File: src/rtl/pipeline_pkg.sv
// Shared definitions for the pipeline: bubble word, default reset PC and
// the fetch control state encoding.
package pipeline_pkg;

    localparam logic [31:0] NOP_INSTR        = 32'h0000_0000;
    localparam logic [31:0] RESET_PC_DEFAULT = 32'h0000_0000;

    typedef enum logic {
        BUBBLE = 1'b0,
        RUN    = 1'b1
    } fetch_state_t;

    // Instruction addresses are word aligned; stray low bits are discarded.
    function automatic logic [31:0] align_word(input logic [31:0] addr);
        return addr & 32'hFFFF_FFFC;
    endfunction

endpackage

File: src/rtl/fetch_stage_if.sv
// IF/ID pipeline register bundle: fetch drives it, decode consumes it.
interface fetch_stage_if;

    logic [31:0] instruction_ID;
    logic [31:0] pc_plus4_ID;
    logic        valid_ID;

    modport master (
        output instruction_ID,
        output pc_plus4_ID,
        output valid_ID
    );

    modport slave (
        input instruction_ID,
        input pc_plus4_ID,
        input valid_ID
    );

endinterface

File: src/rtl/pc_register.sv
// Program counter with synchronous reset, redirect load, stall hold and a
// free-running +4 incrementer.
module pc_register #(
    parameter logic [31:0] RESET_PC = 32'h0000_0000
) (
    input  logic        clock,
    input  logic        reset,
    input  logic        hold,
    input  logic        load,
    input  logic [31:0] load_pc,
    output logic [31:0] pc,
    output logic [31:0] pc_plus4
);

    assign pc_plus4 = pc + 32'd4;

    // Load beats hold so a redirect escapes a stalled wrong-path fetch.
    always_ff @(posedge clock) begin
        if (reset) begin
            pc <= RESET_PC;
        end else if (load) begin
            pc <= load_pc;
        end else if (!hold) begin
            pc <= pc_plus4;
        end
    end

endmodule

File: src/rtl/fetch_stage.sv
// Instruction-fetch stage: PC, IF/ID register with bubble insertion on
// redirect, stall handling and fetch/stall performance counters.
module fetch_stage
    import pipeline_pkg::*;
#(
    parameter logic [31:0] RESET_PC = RESET_PC_DEFAULT,
    parameter logic [31:0] NOP_WORD = NOP_INSTR
) (
    input  logic                 clock,
    input  logic                 reset,
    input  logic                 stall,
    input  logic                 redirect,
    input  logic [31:0]          redirect_pc,
    output logic [31:0]          imem_addr,
    input  logic [31:0]          imem_rdata,
    fetch_stage_if.master        id_bus,
    output logic [31:0]          fetch_count,
    output logic [31:0]          stall_count
);

    fetch_state_t state;
    logic [31:0]  pc;
    logic [31:0]  pc_plus4;

    pc_register #(
        .RESET_PC (RESET_PC)
    ) u_pc (
        .clock    (clock),
        .reset    (reset),
        .hold     (stall),
        .load     (redirect),
        .load_pc  (align_word(redirect_pc)),
        .pc       (pc),
        .pc_plus4 (pc_plus4)
    );

    assign imem_addr = pc;

    // BUBBLE only marks the first cycle out of reset; fetch behaves the same in both states.
    always_ff @(posedge clock) begin
        if (reset) begin
            state                 <= BUBBLE;
            id_bus.instruction_ID <= NOP_WORD;
            id_bus.pc_plus4_ID    <= 32'd0;
            id_bus.valid_ID       <= 1'b0;
            fetch_count           <= 32'd0;
            stall_count           <= 32'd0;
        end else begin
            case (state)
                BUBBLE:  state <= RUN;
                default: state <= RUN;
            endcase

            if (redirect) begin
                id_bus.instruction_ID <= NOP_WORD;
                id_bus.valid_ID       <= 1'b0;
            end else if (stall) begin
                stall_count <= stall_count + 32'd1;
            end else begin
                id_bus.instruction_ID <= imem_rdata;
                id_bus.pc_plus4_ID    <= pc_plus4;
                id_bus.valid_ID       <= 1'b1;
                fetch_count           <= fetch_count + 32'd1;
            end
        end
    end

endmodule

File: src/flat_wrapper.sv
// flat-port wrapper written by rule: the top's interface ports become plain ports
module fetch_stage_flat import pipeline_pkg::*;
#(
    parameter logic [31:0] RESET_PC = RESET_PC_DEFAULT,
    parameter logic [31:0] NOP_WORD = NOP_INSTR
)
  (clock, reset, stall, redirect, redirect_pc, imem_addr, imem_rdata, fetch_count, stall_count, id_bus_instruction_ID, id_bus_pc_plus4_ID, id_bus_valid_ID);
  fetch_stage_if id_bus_i ();
  input  logic clock;
  input  logic reset;
  input  logic stall;
  input  logic redirect;
  input  logic [31:0] redirect_pc;
  output logic [31:0] imem_addr;
  input  logic [31:0] imem_rdata;
  output logic [31:0] fetch_count;
  output logic [31:0] stall_count;
  output wire logic [$bits(id_bus_i.instruction_ID)-1:0] id_bus_instruction_ID;
  output wire logic [$bits(id_bus_i.pc_plus4_ID)-1:0] id_bus_pc_plus4_ID;
  output wire logic [$bits(id_bus_i.valid_ID)-1:0] id_bus_valid_ID;
  assign id_bus_instruction_ID = id_bus_i.instruction_ID;
  assign id_bus_pc_plus4_ID = id_bus_i.pc_plus4_ID;
  assign id_bus_valid_ID = id_bus_i.valid_ID;
  fetch_stage #(.RESET_PC(RESET_PC), .NOP_WORD(NOP_WORD)) u_core (.clock(clock), .reset(reset), .stall(stall), .redirect(redirect), .redirect_pc(redirect_pc), .imem_addr(imem_addr), .imem_rdata(imem_rdata), .id_bus(id_bus_i), .fetch_count(fetch_count), .stall_count(stall_count));
endmodule
File: config.mk
export PLATFORM = sky130hd
export DESIGN_NAME = fetch_stage_flat
export DESIGN_NICKNAME = d
export VERILOG_FILES = /design/src/rtl/pipeline_pkg.sv /design/src/rtl/fetch_stage_if.sv /design/src/rtl/pc_register.sv /design/src/rtl/fetch_stage.sv /design/src/flat_wrapper.sv
export SDC_FILE = /design/constraint.sdc
export NUM_CORES = 1
export LEC_CHECK = 0
export ABC_AREA = 0
export BUFFER_PORTS_ARGS = -buffer_cell sky130_fd_sc_hd__buf_2
export CORE_MARGIN = 2
export CORE_UTILIZATION = 52
export DETAILED_ROUTE_END_ITERATION = 16
export PLACE_DENSITY = 0.81
export SYNTH_ARGS = -nofsm -noshare
export SYNTH_HDL_FRONTEND = slang
export SYNTH_SLANG_ARGS = --single-unit
File: constraint.sdc
create_clock -name clock -period 3 [get_ports clock]
set_input_delay 0.45 -clock clock [delete_from_list [all_inputs] [get_ports clock]]
set_output_delay 0.45 -clock clock [all_outputs]
set_load 0.005 [all_outputs]
Yosys cells after proc, flatten, opt, wreduce, memory -nomap -nowiden

Index checks and enable logic that the tools add are counted.

Register bits: 161
Bits of input ports: 68
Output and inout port bits: 161
Logic and storage cells: 18

Add/sub/neg operators: 3
Eq/ne operators: 1
Multiplexer cells: 2
Bitwise logic cells: 2
Reduce and logical (&&, ||, !) cells: 3

Operators by type and width:

| operator                                                        | number |
|---|---|
| 32-bit by 1-bit adder with 32-bit output, second input constant | 2 |
| 32-bit two-way mux                                              | 2 |
| 32-bit by 3-bit adder with 32-bit output, second input constant | 1 |
| 2-bit AND reduction                                             | 2 |
| 2-bit by 1-bit != test with 1-bit output, second input constant | 1 |
| 1-bit NOT                                                       | 2 |
| 2-bit OR reduction                                              | 1 |

Longest topological paths before layout

Gate-level depths: netlist of the first run.

Depth in word-level cells: 3
Depth in mapped cells: 7
Mapped depth without buffers: 5

Modules after synthesis

A second synthesis of the first run with hierarchy kept.

Cells, all modules: 906
Area, all modules: 7679.9 µm²

By module, submodules not included:

| module      | times used | cells an instance | area an instance (µm²) | sequential area each (µm²) |
|---|---|---|---|---|
| fetch_stage | 1          | 610               | 5380.2                 | 2582.5 |
| pc_register | 1          | 296               | 2299.7                 | 640.6 |

Worst setup path before layout of the first run

Ideal clock, no wire load.

Path type: in2reg
Start: input port stall
End: register u_core.fetch_count[27]
Setup time: 0.121 ns
Data arrival time: 2.241 ns
Required time: 2.879 ns
Setup slack: 0.638 ns
Stages: 7
Buffers on the path: 3
Cells stage by stage: buf_2 or3b_1 or3_1 clkbuf_1 buf_2 nor4_1 mux2_2

Cells in the longest elaborated chain, start to end: 2

Ends and longest elaborated chain:

| element                       | line               | text |
|---|---|---|
| start, declared               | flat_wrapper.sv:11 | `input logic stall;` |
| 1-bit NOT (no line)           | --                 |  |
| 2-bit AND reduction (no line) | --                 |  |
| end signal, assigned          | fetch_stage.sv:63  | `fetch_count <= fetch_count + 32'd1;` |
| end, declared                 | fetch_stage.sv:17  | `output logic [31:0] fetch_count,` |

No other way between the ends.
A chain may end at the register's enable or synchronous reset.

Final worst setup path of the first run

Start: register u_core.u_pc.pc[16]
End: register u_core.u_pc.pc[28]

Cells in the longest elaborated chain, start to end: 3

Ends and longest elaborated chain:

| element                                  | line              | text |
|---|---|---|
| start, declared                          | pc_register.sv:11 | `output logic [31:0] pc,` |
| start signal, assigned                   | pc_register.sv:22 | `pc <= load_pc;` |
| start signal, assigned                   | pc_register.sv:24 | `pc <= pc_plus4;` |
| 32-bit by 3-bit adder with 32-bit output | pc_register.sv:15 | `assign pc_plus4 = pc + 32'd4;` |
| 32-bit two-way mux                       | pc_register.sv:23 | `end else if (!hold) begin` |
| 32-bit two-way mux                       | pc_register.sv:21 | `end else if (load) begin` |

No other way between the ends. The select of a mux whose other input is x is not followed.

==> results by group, run 1 <==
Clock network
  • Clock Tree Root: clkbuf_16
  • Hold-fix buffers at CTS: 0
  • Clock sink total: 157
  • Clk_lat worst skew: between 0.4 and 0.5 ns
  • CTS tree: yes
  • CTS max path bufs: 2
  • Clock Pin Slew Worst Setup and Hold Paths: around 0.060 ns
  • CTS resizes: 0
  • H-tree depth: 4
  • Total setup buffers inserted after CTS: 0
  • CTS buffer count: 17

Finish
  • Area Growth Syn to Fin: 23.3%
  • Antenna cells: 0
  • Finished Cell Area: 9340 µm²
  • Non-Filler Instances: about 1300
  • Layout fillers: between 1000 and 1500
  • Final nets: about 1100
  • Fin util: about two thirds
  • Multi-input gate area: around 4100 µm²
  • Storage element area: about 3100 µm²
  • Share of cells above drive strength 1: a little over a quarter

Synthesis
  • Synth Instances: a little under 900
  • Post-synth EDFFs: 0
  • Synthesized area: between 7000 and 8000 µm²
  • Synth warnings: 0
  • Post-synth ARST share: 0%
  • Share of the synthesized area in the top cell type: roughly 42%
  • Cell taking the most area after synthesis: dfxtp_1
  • Sequential element share of the synthesized area: 41.5%
  • Ys flop type: dfxtp_1
  • Flops & latches, synth: ~160
  • Mean post-synth cell area: 8.48 µm²
  • Post-synth cell types: 48
  • Cells taking the most area after synthesis: dfxtp_1 42%, nor2_1 5.6%, mux2i_1 4.5%

Critical path
  • Crit path top cell by count: or4_1
  • Reg2reg end: u_core.u_pc.pc[28]
  • WP depth: 4
  • Worst Path Required: ~3.3 ns
  • Critical path class: reg -> reg
  • Crit. Startpoint: u_core.u_pc.pc[16]
  • Worst Path Max Fanout: 10
  • Slowest stage cell on the critical path: or4_1
  • Reg2Reg Depth: 4
  • Cell chain of the critical path: nand3_1, or4_1, or4_1, a311oi_1
  • Crit path to: u_core.u_pc.pc[28]
  • CP Capture Type: register
  • Worst Path Buf+Inv: 0
  • CP arrival: ~2.7 ns
  • Worst path max stage delay: roughly 0.71 ns
  • Setup crit start kind: register
  • RR Startpoint: u_core.u_pc.pc[16]
  • R2R setup slack: around 0.65 ns
  • CP delay by family, top: simple AND/OR/NAND/NOR gates

Route
  • Vias: between 7000 and 8000
  • Drc violations: 0
  • Post-Route WL: 20200 µm
  • Via density: ~5.8
  • Post-DRT Antenna Nets: 0
  • Routed WL per cell: 15.9 µm
  • DRT iter0 DRCs: approximately 570
  • 1st-pass router iterations: 5

Global routing
  • Vias in the first global route: approximately 6500
  • Total gr overflow: 0
  • First-pass GRT wire length: roughly 32000 µm
  • Pin count of the biggest net entering global routing: 50
  • Initial antenna violation count: 0
  • Gr usage total: 24.9%

Place
  • Dpl hpwl: 14200 µm
  • Placed insts: 1243
  • GP Congestion: around 0.82
  • Placed Area: roughly 9000 µm²
  • Number of I/O port buffers: 222

Power
  • Reg power frac: between 40% and 50%
  • Worst vdd ir: 0.411 mV
  • Internal power: 3.61 mW
  • Switching Fraction: approximately 24%
  • NetSw: about 1.1 mW
  • Leak Pwr: roughly 3.8 nW
  • PwrDens: about 510 nW/µm²
  • Clock Power Share: 44.9%
  • Comb pwr share: approximately 8%

Die
  • Initial Util: 52.7%
  • Die ar.: ~16000 µm²
  • Die Y: roughly 120 µm
  • Core ar.: roughly 14000 µm²
  • Row count: 44
  • Die width: approximately 120 µm
  • # IOs: about 230

Hold path
  • Worst hold path stage count: 3
  • HP Class: in -> reg

Timing
  • Post-route minimum period: approximately 2.4 ns
  • Hold slack final: ~0.25 ns
  • Worst Tran Pin Value: about 0.98 ns
  • Setup tns final: 0 ns
  • Fin. max-slew vios: 0
  • Final Hold Vio Count: 0
  • Crit share post-route: between 70% and 80%
  • Final setup viols: 0
  • Clock Skews: roughly 0.0065 ns
  • RSZ-0062 raised after global routing: no
  • Highest Clock Rate: roughly 430 MHz
  • Max-slew headroom: a little over a third

Status
  • Status: complete, no violations

Job
  • Max-Cap Viols: 0
[worst min path at each step]
stage | startpoint | to
after floorplan | u_core.id_bus.valid_ID | u_core.id_bus.valid_ID
after global placement | u_core.id_bus.valid_ID | u_core.id_bus.valid_ID
after CTS | imem_rdata[30] | u_core.id_bus.instruction_ID[30]
final | imem_rdata[22] | u_core.id_bus.instruction_ID[22]
after detailed placement | u_core.id_bus.valid_ID | u_core.id_bus.valid_ID
after global routing | imem_rdata[22] | u_core.id_bus.instruction_ID[22]
[layer usage]
layer  global-route usage (%)  up-vias  part of all wire (%)
li1                         -     3676                     -
met1                     32.5     3468                    44
met2                     39.2      273                    46
met3                     7.52       31                   7.5
met4                     8.59        0                   2.0
met5                        0        -                     0
[power by group through the flow]
stage               Combinational [mW]  Sequential (mW)  Clock (mW)
floorplan                        0.235             2.26           0
global route                     0.422             2.25        2.26
finish                           0.381             2.24        2.14
global placement                 0.376             2.28           0
CTS                              0.384             2.24        2.16
detailed placement               0.382             2.29           0
[kinds of logic after synthesis]
group	after synthesis	share of synthesized area, %
other	1	0.0495
muxes	44	5.98
xor gates and xnor gates	39	4.51
buffers and inverters	95	5.04
adders and majority gates	3	0.496
DFF	157	41.5
and+or+nand+nor	390	27.8
AOI/OAI and AO/OA	164	14.7
[state kept, by name, summed over array words and instances (netlist names)]
name / cells
u_core.id_bus.pc_plus4_ID: 30
u_core.stall_count: 32
u_core.fetch_count: 32
u_core.id_bus.instruction_ID: 32
u_core.id_bus.valid_ID: 1
u_core.u_pc.pc: 30
[layout make-up]
type                            instances  share of cell area [%]
Clock buffer                           20                    5.00
Clock inverter                         11                    1.26
Inverter                               20                   0.804
Multi-Input combinational cell        644                    43.6
Sequential cell                       157                    33.7
Tap cell                              184                    2.47
Timing Repair Buffer                  238                    13.2
[synthesized netlist by cell type, types with 4 or more instances]
cell type and n:
a2111oi_0 6, or4_1 33, xor2_1 18, nand3_1 32, a211oi_1 23, nand2_1 46
mux2_2 10, inv_1 20, buf_4 4, xnor2_1 21, clkbuf_1 59, nor2b_1 13
mux2i_1 34, dfxtp_1 157, nor4_1 24, o31ai_1 32, buf_1 4, and3_1 11
a21oi_1 42, or3_1 26, o21ai_0 24, and2_1 10, buf_2 8, a311oi_1 25
nor3_1 14, and4_1 19, nand4_1 34, nor2_1 113
[cells in the final DEF (no fill, tap or decap), types with 19 or more instances in the layout]
| cell | n |
|---|---|
| dfxtp_1 | 157 |
| mux2i_1 | 34 |
| nand4_1 | 34 |
| o21ai_0 | 24 |
| xnor2_1 | 21 |
| or4_1 | 33 |
| buf_2 | 220 |
| nand3_1 | 32 |
| nand2_1 | 46 |
| a311oi_1 | 25 |
| nor2_1 | 112 |
| and4_1 | 19 |
| nor4_1 | 24 |
| or3_1 | 26 |
| o31ai_1 | 32 |
| inv_1 | 20 |
| a211oi_1 | 23 |
| a21oi_1 | 42 |
[through the flow]
| stage | power [mW] | setup WS (ns) |
|---|---|---|
| 2_1_floorplan | 2.50 | 0.638 |
| 3_3_place_gp | 2.66 | 0.484 |
| 3_5_place_dp | 2.67 | 0.419 |
| 4_1_cts | 4.79 | 0.672 |
| 5_1_grt | 4.93 | 0.438 |
| 6_report | 4.76 | 0.648 |
[worst reg2reg max path: cells and delay by family, from the launching register on]
| family | cells | cell delay (ns) |
|---|---|---|
| AOI/OAI and AO/OA | 1 | 0.26 |
| DFF | 1 | 0.51 |
| and+or+nand+nor | 3 | 1.50 |
Power figures use the tool's default switching activity.
==> inputs of run 2 (changes only) <==
clock period = 2.3 ns   (was 3 ns; I/O delays follow)
==> results by group, run 2 (synthesis gave the netlist of run 1 again) <==
Global routing
  • Gr usage total: 26.1%
  • Pin count of the biggest net entering global routing: 60
  • Vias in the first global route: between 6000 and 7000
  • Total gr overflow: 0
  • Initial antenna violation count: 1
  • First-pass GRT wire length: around 34000 µm

Place
  • Placed Area: between 9000 and 10000 µm²
  • Number of I/O port buffers: around 220
  • Post-place setup slack: about 0.060 ns
  • Dpl hpwl: 14700 µm
  • GP Congestion: 0.865

Die
  • Initial Util: between 50% and 60%
  • Die ar.: 15500 µm²
  • Core ar.: roughly 14000 µm²
  • # IOs: about 230
  • Die width: ~120 µm
  • Die Y: 125 µm
  • Row count: 44

Critical path
  • WP depth: 4
  • Setup crit start kind: register
  • Reg2reg end: u_core.id_bus.pc_plus4_ID[28]
  • Critical path class: reg -> reg
  • Slowest stage cell on the critical path: or4_1
  • Crit path to: u_core.id_bus.pc_plus4_ID[28]
  • CP arrival: ~2.5 ns
  • CP delay by family, top: simple AND/OR/NAND/NOR gates
  • Crit path top cell by count: or4_1
  • Worst Path Max Fanout: 10
  • Worst Path Required: about 2.6 ns
  • Worst Path Buf+Inv: 0
  • RR Startpoint: u_core.u_pc.pc[13]
  • Crit. Startpoint: u_core.u_pc.pc[13]
  • Worst path max stage delay: ~0.72 ns
  • Cell chain of the critical path: nand3_4, or4_1, or4_1, a311oi_1
  • R2R setup slack: approximately 0.17 ns
  • CP Capture Type: register
  • Reg2Reg Depth: 4

Timing
  • Worst Tran Pin Value: 0.599 ns
  • Fin. max-slew vios: 0
  • Crit share post-route: 92.5%
  • RSZ-0062 raised after global routing: no
  • Max-slew headroom: 59.7%
  • Highest Clock Rate: about 470 MHz
  • Final Hold Vio Count: 0
  • Final setup viols: 0
  • Setup ws final: ~0.17 ns
  • Post-route minimum period: 2.13 ns
  • Setup tns final: 0 ns
  • Clock Skews: 0.00613 ns

Route
  • 1st-pass router iterations: 5
  • Via density: ~5.9
  • Post-DRT Antenna Nets: 0
  • Drc violations: 0
  • DRT iter0 DRCs: ~620
  • Post-Route WL: 20900 µm
  • Vias: 7663
  • Routed WL per cell: between 15 and 20 µm

Finish
  • Share of cells above drive strength 1: about 28%
  • Finished Cell Area: 9640 µm²
  • Most frequent cells in the layout: 220 x buf_2, 157 x dfxtp_1, 112 x nor2_1
  • Biggest regs: u_core.fetch_count (32), u_core.id_bus.instruction_ID (32), u_core.stall_count (32)
  • Area Growth Syn to Fin: 27.2%
  • Final nets: 1179
  • Commonest non-fill, non-tap cell in the layout: buf_2

Clock network
  • Clock Pin Slew Worst Setup and Hold Paths: approximately 0.06 ns
  • H-tree depth: 4
  • CTS buffer count: 17
  • Clock sink total: between 150 and 200
  • CTS tree: yes
  • CTS resizes: 0
  • Total setup buffers inserted after CTS: 0
  • Clk_lat worst skew: 0.42 ns
  • Clock Tree Root: clkbuf_16
  • CTS max path bufs: 2
  • Hold-fix buffers at CTS: 0

Job
  • Max-Cap Viols: 0

Hold path
  • HP Class: in -> reg

Power
  • PwrDens: 664 nW/µm²
  • Leak Pwr: 3.99 nW
  • Worst vdd ir: a little over 0.5 mV
  • Total chip power: about 6.4 mW

Status
  • Status: complete, no violations
[run 2: layout make-up]
cell class              instances  area [µm²]
fillers                      1196        4730
multi-input cells             644        4070
flip-flops and latches        157        3140
repair buffers                268        1500
clock buffers                  20         457
well taps                     184         230
clock inverters                12         161
inverters                      20        75.1
diodes                          1        2.50
[run 2: worst reg2reg max path, cell delays in order, from the launching register on]
cell and delay [ns]:
dfxtp_1 0.37, nand3_4 0.14, or4_1 0.72, or4_1 0.55, a311oi_1 0.26
[run 2: through the flow]
stage	utilization, %	cells	hold slack (ns)
floorplan	-	896	0.442
global route	67.1	1306	0.155
detailed placement	62.7	1273	0.441
CTS	67.0	1305	0.137
global placement	62.7	1273	0.432
finish	67.1	1306	0.150
[run 2: per-layer routing]
| layer | vias up | wire, µm | track usage, % |
|---|---|---|---|
| met5 | - | 0 | 0 |
| met4 | 0 | 566 | 11.1 |
| met3 | 47 | 1570 | 6.62 |
| met2 | 326 | 9690 | 41.5 |
| met1 | 3559 | 9080 | 33.8 |
| li1 | 3731 | - | - |
[run 2: where the power goes]
group          total, mW  internal, mW  switching, mW
combinational      0.568         0.260          0.308
sequential          2.90          2.81         0.0854
clock               2.93          1.78           1.16
total               6.40          4.85           1.55
[run 2: worst min path at each step]
stage	from	endpoint	slack [ns]	cells past startpoint
5_1_grt	imem_rdata[26]	u_core.id_bus.instruction_ID[26]	0.15	3
2_1_floorplan	u_core.id_bus.valid_ID	u_core.id_bus.valid_ID	0.44	2
6_report	imem_rdata[20]	u_core.id_bus.instruction_ID[20]	0.15	3
3_3_place_gp	u_core.id_bus.valid_ID	u_core.id_bus.valid_ID	0.43	2
3_5_place_dp	u_core.id_bus.valid_ID	u_core.id_bus.valid_ID	0.44	2
4_1_cts	imem_rdata[21]	u_core.id_bus.instruction_ID[21]	0.14	3
